**config.mk**
```make
export PLATFORM = sky130hd
export DESIGN_NAME = mult_fu
export DESIGN_NICKNAME = d
export VERILOG_FILES = /design/src/rtl/mult_fu.sv
export SDC_FILE = /design/constraint.sdc
export NUM_CORES = 1
export LEC_CHECK = 0
export BUFFER_PORTS_ARGS = -buffer_cell sky130_fd_sc_hd__buf_2
export CAP_MARGIN = 20
export CORE_AREA = 2 2 99 101
export DETAILED_ROUTE_END_ITERATION = 16
export DIE_AREA = 0 0 101 103
export GPL_ROUTABILITY_DRIVEN = 0
export MAX_ROUTING_LAYER = met4
export SYNTH_ARGS = -nofsm -noshare
export SYNTH_HDL_FRONTEND = slang
export SYNTH_SLANG_ARGS = --single-unit
export TNS_END_PERCENT = 1
```
**constraint.sdc**
```tcl
create_clock -name clk -period 2.3 [get_ports clk]
set_clock_uncertainty 0.15 [all_clocks]
set_input_delay 0.115 -clock clk [delete_from_list [all_inputs] [get_ports clk]]
set_output_delay 0.115 -clock clk [all_outputs]
set_load 0.005 [all_outputs]
```
**src/rtl/mult_fu.sv**
```systemverilog
// mult_fu: single-issue, multi-cycle 8-bit multiply unit for the out-of-order core.
// Computes the low 8 bits of depvals[0] * depvals[1] by shift-add over eight
// cycles, then broadcasts the result on the CDB and writes the ROB in the same
// cycle once neither bus is claimed by another unit.
module mult_fu (
    input  logic            clk,
    input  logic            rst,
    input  logic            input_transmit,
    input  logic [7:0]      operand,
    input  logic [1:0][7:0] depvals,
    input  logic [7:0]      wbs,
    input  logic [7:0]      flags,
    input  logic [3:0]      robid,
    input  logic            cdb_transmit,
    output logic            cdb_transmit_out,
    output logic [3:0]      cdb_id,
    output logic [7:0]      cdb_val,
    input  logic            rob_transmit,
    output logic [3:0]      robid_out,
    output logic [7:0]      flags_out,
    output logic [7:0]      wbs_out,
    output logic [7:0]      value_out,
    output logic            rob_transmit_out,
    output logic            busy
);

    typedef enum logic [1:0] {
        S_IDLE      = 2'd0,
        S_COMPUTE   = 2'd1,
        S_BROADCAST = 2'd2
    } state_t;

    state_t      r_state;
    state_t      w_next_state;

    logic [7:0]  r_a;       // multiplicand, shifted left each iteration
    logic [7:0]  r_b;       // multiplier, shifted right each iteration
    logic [7:0]  r_acc;     // running partial product (mod 256)
    logic [2:0]  r_cnt;     // iteration counter, 0..7
    logic [7:0]  r_result;
    logic [3:0]  r_robid;
    logic [7:0]  r_wbs;
    logic [7:0]  r_flags;

    logic [7:0]  w_acc_next;
    logic        w_last_iter;
    logic        w_grant;

    // The opcode field carries nothing this unit needs.
    logic        w_unused_operand;
    assign w_unused_operand = ^operand;

    assign w_acc_next  = r_b[0] ? (r_acc + r_a) : r_acc;
    assign w_last_iter = (r_cnt == 3'd7);
    assign w_grant     = (r_state == S_BROADCAST) && !cdb_transmit && !rob_transmit;

    // State register.
    // NOTE: sequential state uses non-blocking (<=) so every flop samples
    // pre-edge values regardless of statement order.
    always_ff @(posedge clk or posedge rst) begin
        if (rst) begin
            r_state <= S_IDLE;
        end else begin
            r_state <= w_next_state;
        end
    end

    // Next-state decode: accept in IDLE, leave COMPUTE after the 8th step,
    // leave BROADCAST only in a granted cycle.
    // NOTE: the default assigned first keeps every path driven, so no latch.
    always_comb begin
        w_next_state = r_state;
        case (r_state)
            S_IDLE:      if (input_transmit) w_next_state = S_COMPUTE;
            S_COMPUTE:   if (w_last_iter)    w_next_state = S_BROADCAST;
            S_BROADCAST: if (w_grant)        w_next_state = S_IDLE;
            default:     w_next_state = S_IDLE;
        endcase
    end

    // Datapath: latch the instruction on accept, iterate shift-add in COMPUTE,
    // capture the result on the final iteration. BROADCAST holds everything.
    always_ff @(posedge clk or posedge rst) begin
        if (rst) begin
            r_a      <= '0;
            r_b      <= '0;
            r_acc    <= '0;
            r_cnt    <= '0;
            r_result <= '0;
            r_robid  <= '0;
            r_wbs    <= '0;
            r_flags  <= '0;
        end else begin
            case (r_state)
                S_IDLE: begin
                    if (input_transmit) begin
                        r_a     <= depvals[0];
                        r_b     <= depvals[1];
                        r_robid <= robid;
                        r_wbs   <= wbs;
                        r_flags <= flags;
                        r_acc   <= '0;
                        r_cnt   <= '0;
                    end
                end
                S_COMPUTE: begin
                    r_acc <= w_acc_next;
                    r_a   <= r_a << 1;
                    r_b   <= r_b >> 1;
                    r_cnt <= r_cnt + 3'd1;
                    if (w_last_iter) begin
                        r_result <= w_acc_next;
                    end
                end
                default: begin
                end
            endcase
        end
    end

    // Outputs: data straight from registers, strobes only on grant.
    assign busy             = (r_state != S_IDLE);
    assign cdb_transmit_out = w_grant;
    assign rob_transmit_out = w_grant;
    assign cdb_val          = r_result;
    assign value_out        = r_result;
    assign cdb_id           = r_robid;
    assign robid_out        = r_robid;
    assign wbs_out          = r_wbs;
    assign flags_out        = r_flags;

endmodule

```
==> results of run 1 <==
[tightest hold or removal path, cell delays in order]
cell,delay [ps]
buf_2,90
nor3b_4,230
nor2_4,130
nand2_1,90
nand2_1,40
[path summary, 6_finish.rpt]
check                                    start  cells after the start  slack [ps]            to
worst max-delay path                    r_a[0]                      7         150      r_acc[6]
worst min-delay path            input_transmit                      5         250        r_a[2]
worst max register to register          r_a[0]                      7         150      r_acc[6]
worst min register to register    flags_out[1]                      2         320  flags_out[1]
max in group asynchronous                  rst                      4        1090    wbs_out[0]
min in group asynchronous                  rst                      4         410    wbs_out[2]
[power breakdown]
| group | total, µW | switching [µW] | internal, µW | leakage (µW) |
|---|---|---|---|---|
| sequential | 1770 | 312 | 1460 | 0.000716 |
| clock | 1060 | 390 | 672 | 0.000111 |
| combinational | 2070 | 1130 | 934 | 0.00115 |
[per-stage QoR]
step	worst slack [ps]	utilization, %	total power (µW)
4_1_cts	125	40.3	4970
5_1_grt	7.87	40.3	5350
3_5_place_dp	142	33.8	3840
6_report	148	40.3	4900
3_3_place_gp	179	33.8	3770
2_1_floorplan	295	-	3210
[sequential cells by signal, indices dropped and copies added, names as in the netlist]
| register | cells |
|---|---|
| r_acc | 8 |
| flags_out | 8 |
| wbs_out | 8 |
| r_state | 2 |
| cdb_val | 8 |
| r_cnt | 3 |
| cdb_id | 4 |
| r_b | 8 |
| r_a | 8 |
[final cells by class]
cell class                 count  share of cell area [%]
sequential                    57                    37.4
multi-input combinational    204                    30.2
timing repair buffer         128                    22.3
clock buffer                  14                    4.27
tap                          114                    3.74
clock inverter                 2                    1.58
inverter                       4                   0.394
[routing by layer]
layer | vias to the layer above | global-route usage (%) | routed length (µm)
met5 | - | - | 0
met4 | 0 | 6.24 | 137
met3 | 15 | 2.51 | 263
met2 | 64 | 23.3 | 3350
met1 | 1151 | 17.8 | 3080
li1 | 1197 | - | -
[placed cells by master, fill, tap and decap left out, types with 3 or more instances in the layout]
cell and count:
a22o_1 6, ha_1 9, a22oi_1 14, clkbuf_8 11, dfrtp_1 57, o21ai_0 13
a2bb2oi_1 3, mux2i_1 4, clkbuf_1 3, buf_4 6, a21oi_1 8, xnor2_1 3
nor2_1 4, nand2_1 110, dlygate4sd3_1 39, buf_2 83
[cells by family after synthesis]
| family | count (synthesis) |
|---|---|
| buffers and inverters | 30 |
| AND/OR/NAND/NOR | 129 |
| AO/OA/AOI/OAI | 56 |
| multiplexers | 4 |
| XOR/XNOR | 5 |
| adder cells (fa/ha/maj) | 10 |
| flip-flops | 57 |
[repair_timing]
item / 4_1_cts / 5_1_grt
hold buffers: 39 / 0
endpoints found under the hold margin: 94 / 0
setup endpoints to repair: 0 / 1
==> flow_summary_export.csv, run 1 <==
group,metric,value,unit
logic_synthesis,synth_edf_count,0,
logic_synthesis,muxShareOfSynthArea,1.46,%
sta,hold_violations,0,
setup_path,critPathSlowestCell,"fa_1",
die,die_x,101,µm
routing,wl,6830,µm
die,dieHeight,103,µm
cts,clk_path_buf_depth,2,
power_and_ir_drop,p_leak,0.00198,µW
hold_path,hp-class,"input port to flop",
die,io_pins,92,
power_and_ir_drop,power_density,1290,nW/µm²
job,maxCapViolCount,0,
sta,rsz0062_at_grt,"no",
die,dieArea,10400,µm²
global_route,overflow,0,
global_route,grt_pass1_vias,2360,
finish,seq_area,1430,µm²
cts,htreeDepth,3,
routing,via_count,2427,
finish,drive_gt1_share,27.4,%
routing,routedWlPerCell,13.1,µm
power_and_ir_drop,ir_worst_vdd,0.520,mV
logic_synthesis,synth_top_family_by_area,"simple AND/OR/NAND/NOR gates",
global_route,grt_use_total,14.4,%
logic_synthesis,async_reset_ff_share,100,%
setup_path,crit_path_max_incr_delay,420,ps
place,dp.cells,468,
die,fp-row-count,36,
setup_path,cp.required,2370,ps
logic_synthesis,syn-mean-instance-area,9.42,µm²
cts,cts.clk_slew.worst_paths,70,ps
logic_synthesis,seq_area_frac_synth,52.0,%
logic_synthesis,yosys.area_share.simple,20.1,%
logic_synthesis,yosys_warnings,0,
logic_synthesis,ys.flop_type,"dfrtp_1",
sta,slew_violations,0,
sta,min_period,2150,ps
finish,area_growth,38.9,%
finish,multiInputGateArea,1150,µm²
setup_path,end_kind,"flop",
routing,drt_iter0_drc,96,
sta,layout_worst_path_cycle_share,93.6,%
logic_synthesis,synth_xor_area_share,1.60,%
sta,fin_hold_ws,247,ps
logic_synthesis,syn_inst,291,
logic_synthesis,synth_area,2740,µm²
status,status,"finished clean",
setup_path,path_cells,"ha_1, fa_1, a21oi_1, o21ai_1, a21oi_2, xnor2_1, a22o_1",
setup_path,crit_path_start_kind,"flop",
setup_path,worstPathBufferInverterCount,0,
routing,ant_nets,0,
logic_synthesis,synth_top_area_cell,"dfrtp_1",
finish,n_fill_cell,989,
global_route,antenna_found_initial,0,
sta,max_clock_freq,465,MHz
logic_synthesis,synth_top_area_share,52.0,%
routing,dr.pass1.iters,4,
cts,ctsResizeCount,0,
die,fp.coreArea,9460,µm²
finish,nets,463,
logic_synthesis,synth_fa_ha_area_share,4.84,%
cts,post_cts_buffers,0,
cts,cts_tree,"yes",
cts,cts_root_buf,"clkbuf_8",
setup_path,cp_max_fo,3,
cts,numCtsBuffers,9,
logic_synthesis,synth_common_cells,"nand2_1, dfrtp_1, a22oi_1, buf_4, o21ai_0",
sta,final-setup-viol-count,0,
cts,clk-insertion-delay-late,330,ps
place,hpwl,4450,µm
sta,slew_headroom,50.1,%
place,port_buffers,83,
logic_synthesis,ys_seq_elements,57,
cts,cts_sinks,57,
logic_synthesis,synth.area.top_cells,"dfrtp_1, nand2_1, ha_1, a22oi_1, buf_4",
finish,design_area,3810,µm²
routing,avgViaCountPerCell,4.64,
die,initial_core_util,29.0,%
routing,drc,0,
logic_synthesis,synth-compound-area-share,13.8,%
setup_path,cp_data_arrival_time,2230,ps
global_route,grt_max_degree,58,
setup_path,crit_type,"flop to flop",
setup_path,critPathTopFamily,"compound AO/OA/AOI/OAI gates",
place,dpl-instance-area,3200,µm²
finish,diodes,0,
sta,setup-tns-final,0,ps
global_route,grt_pass1_wl,11200,µm
sta,worstMarginPinSlew,747,ps
logic_synthesis,post-synth-top-count-cell,"nand2_1",
logic_synthesis,synth_cell_types,39,
logic_synthesis,synth.net_count,350,
finish,fin_cells,523,
Note: power is estimated with default switching activity, not from simulation.
==> run 2: changes to the inputs <==
- RECOVER_POWER: default -> 25
==> run 2 against run 1 <==
Compared with the run above: flip-flop and latch count unchanged; critical path depth unchanged; register-to-register slack about the same; hold slack about the same; worst setup slack about the same; via count about the same; utilization down 0.16 points; clock power about the same; largest power group unchanged.
==> flow_summary_export.csv, run 2 (same netlist as run 1, synthesis figures left out) <==
group,metric,value,unit
status,status,"finished clean",
die,dieArea,10400,µm²
sta,worstMarginPinSlew,747,ps
finish,fin_util,40.1,%
cts,cts.clk_slew.worst_paths,70,ps
global_route,grt_pass1_vias,2360,
routing,drc,0,
cts,clk-insertion-delay-late,330,ps
die,die_x,101,µm
sta,final-setup-viol-count,0,
power_and_ir_drop,switching_share,37.7,%
die,initial_core_util,29.0,%
setup_path,cp_data_arrival_time,2230,ps
sta,setup-tns-final,0,ps
cts,clk_path_buf_depth,2,
sta,hold_violations,0,
sta,slew_violations,0,
finish,area_growth,38.4,%
setup_path,crit_path_start_kind,"flop",
routing,via_count,2426,
setup_path,crit_type,"flop to flop",
sta,rsz0062_at_grt,"no",
global_route,grt_max_degree,58,
sta,layout_setup_ws,147,ps
cts,cts_tree,"yes",
power_and_ir_drop,power_density,1290,nW/µm²
finish,nets,463,
routing,dr.pass1.iters,4,
finish,n_fill_cell,995,
die,fp.coreArea,9460,µm²
finish,final_cell_mix,"nand2_1, buf_2, dfrtp_1, dlygate4sd3_1, clkbuf_1",
place,hpwl,4450,µm
setup_path,end_kind,"flop",
power_and_ir_drop,p_leak,0.00193,µW
power_and_ir_drop,p_total,4880,µW
global_route,antenna_found_initial,0,
power_and_ir_drop,p_seq_share,36.4,%
routing,wl,6850,µm
power_and_ir_drop,power_frac_clock,21.7,%
routing,avgViaCountPerCell,4.64,
die,fp-row-count,36,
cts,ctsResizeCount,0,
setup_path,cp.required,2370,ps
place,place_ws,142,ps
cts,numCtsBuffers,9,
die,dieHeight,103,µm
finish,layout_commonest_cell,"nand2_1",
die,io_pins,92,
setup_path,cp_max_fo,3,
sta,max_clock_freq,465,MHz
global_route,grt_pass1_wl,11200,µm
routing,routedWlPerCell,13.1,µm
power_and_ir_drop,internal-power,3040,µW
global_route,grt_use_total,14.4,%
power_and_ir_drop,ir_worst_vdd,0.520,mV
global_route,overflow,0,
power_and_ir_drop,combinationalPowerShare,41.9,%
cts,cts_sinks,57,
cts,htreeDepth,3,
finish,diodes,0,
sta,layout_worst_path_cycle_share,93.6,%
sta,min_period,2150,ps
finish,drive_gt1_share,24.4,%
place,port_buffers,83,
routing,drt_iter0_drc,113,
cts,cts_root_buf,"clkbuf_8",
hold_path,hp-class,"input port to flop",
routing,ant_nets,0,
power_and_ir_drop,p_sw,1840,µW
job,maxCapViolCount,0,
sta,slew_headroom,50.1,%
==> run 2: changes by cell type in the layout (fill, tap and decap cells not counted), sizes merged <==
cell / previous run / this run
buf: 89 / 77
clkbuf: 14 / 26
==> run 2: area by class of cell <==
| cell class | instances | area [µm²] | share of cell area, % |
|---|---|---|---|
| Multi-Input combinational cell | 204 | 1150 | 30.4 |
| Clock inverter | 2 | 60.1 | 1.58 |
| Timing Repair Buffer | 128 | 836 | 22.0 |
| Sequential cell | 57 | 1430 | 37.6 |
| Tap cell | 114 | 143 | 3.76 |
| Clock buffer | 14 | 163 | 4.29 |
| Inverter | 4 | 15.0 | 0.396 |
==> run 2: worst paths after layout <==
kind	startpoint	to	slack, ps	cells after the start
min in group asynchronous	rst	wbs_out[2]	410	4
worst min register to register	wbs_out[7]	wbs_out[7]	330	2
worst min-delay path	input_transmit	r_a[2]	250	5
max in group asynchronous	rst	wbs_out[0]	1090	4
worst max register to register	r_a[0]	r_acc[6]	150	7
worst max-delay path	r_a[0]	r_acc[6]	150	7
==> run 2: critical path: stages, from the launching register on <==
cell and delay [ps]:
dfrtp_1 400, ha_1 260, fa_1 420, a21oi_1 220, o21ai_1 110, a21oi_2 190
xnor2_1 80, a22o_1 220
==> run 2: repair_timing <==
action,CTS,global route
endpoints found under the setup margin,0,1
setup buffers,0,0
endpoints found under the hold margin,94,0
hold buffers,39,0
==> run 2: metrics by stage <==
| stage | std cells | hold slack (ps) | instance area [µm²] |
|---|---|---|---|
| after detailed placement | 468 | 161 | 3200 |
| after floorplan | 291 | 70.4 | 2740 |
| after global routing | 523 | 284 | 3790 |
| final | 523 | 247 | 3790 |
| after global placement | 468 | 154 | 3200 |
| after CTS | 523 | 244 | 3810 |
==> run 2: metal layers <==
layer	GRT usage (%)	up-vias	part of all wire (%)	routed length, µm
met3	2.51	15	3.9	264
met2	23.3	62	49	3350
met1	17.8	1152	45	3090
li1	-	1197	-	-
met4	6.24	0	2.0	137
met5	-	-	0	0
==> run 2: power by group through the flow <==
stage | Sequential [µW] | Combinational (µW) | Clock (µW)
final | 1770 | 2050 | 1060
after floorplan | 1750 | 1460 | 0
after detailed placement | 1790 | 2050 | 0
after global routing | 1840 | 2350 | 1140
after CTS | 1780 | 2100 | 1090
after global placement | 1770 | 2000 | 0
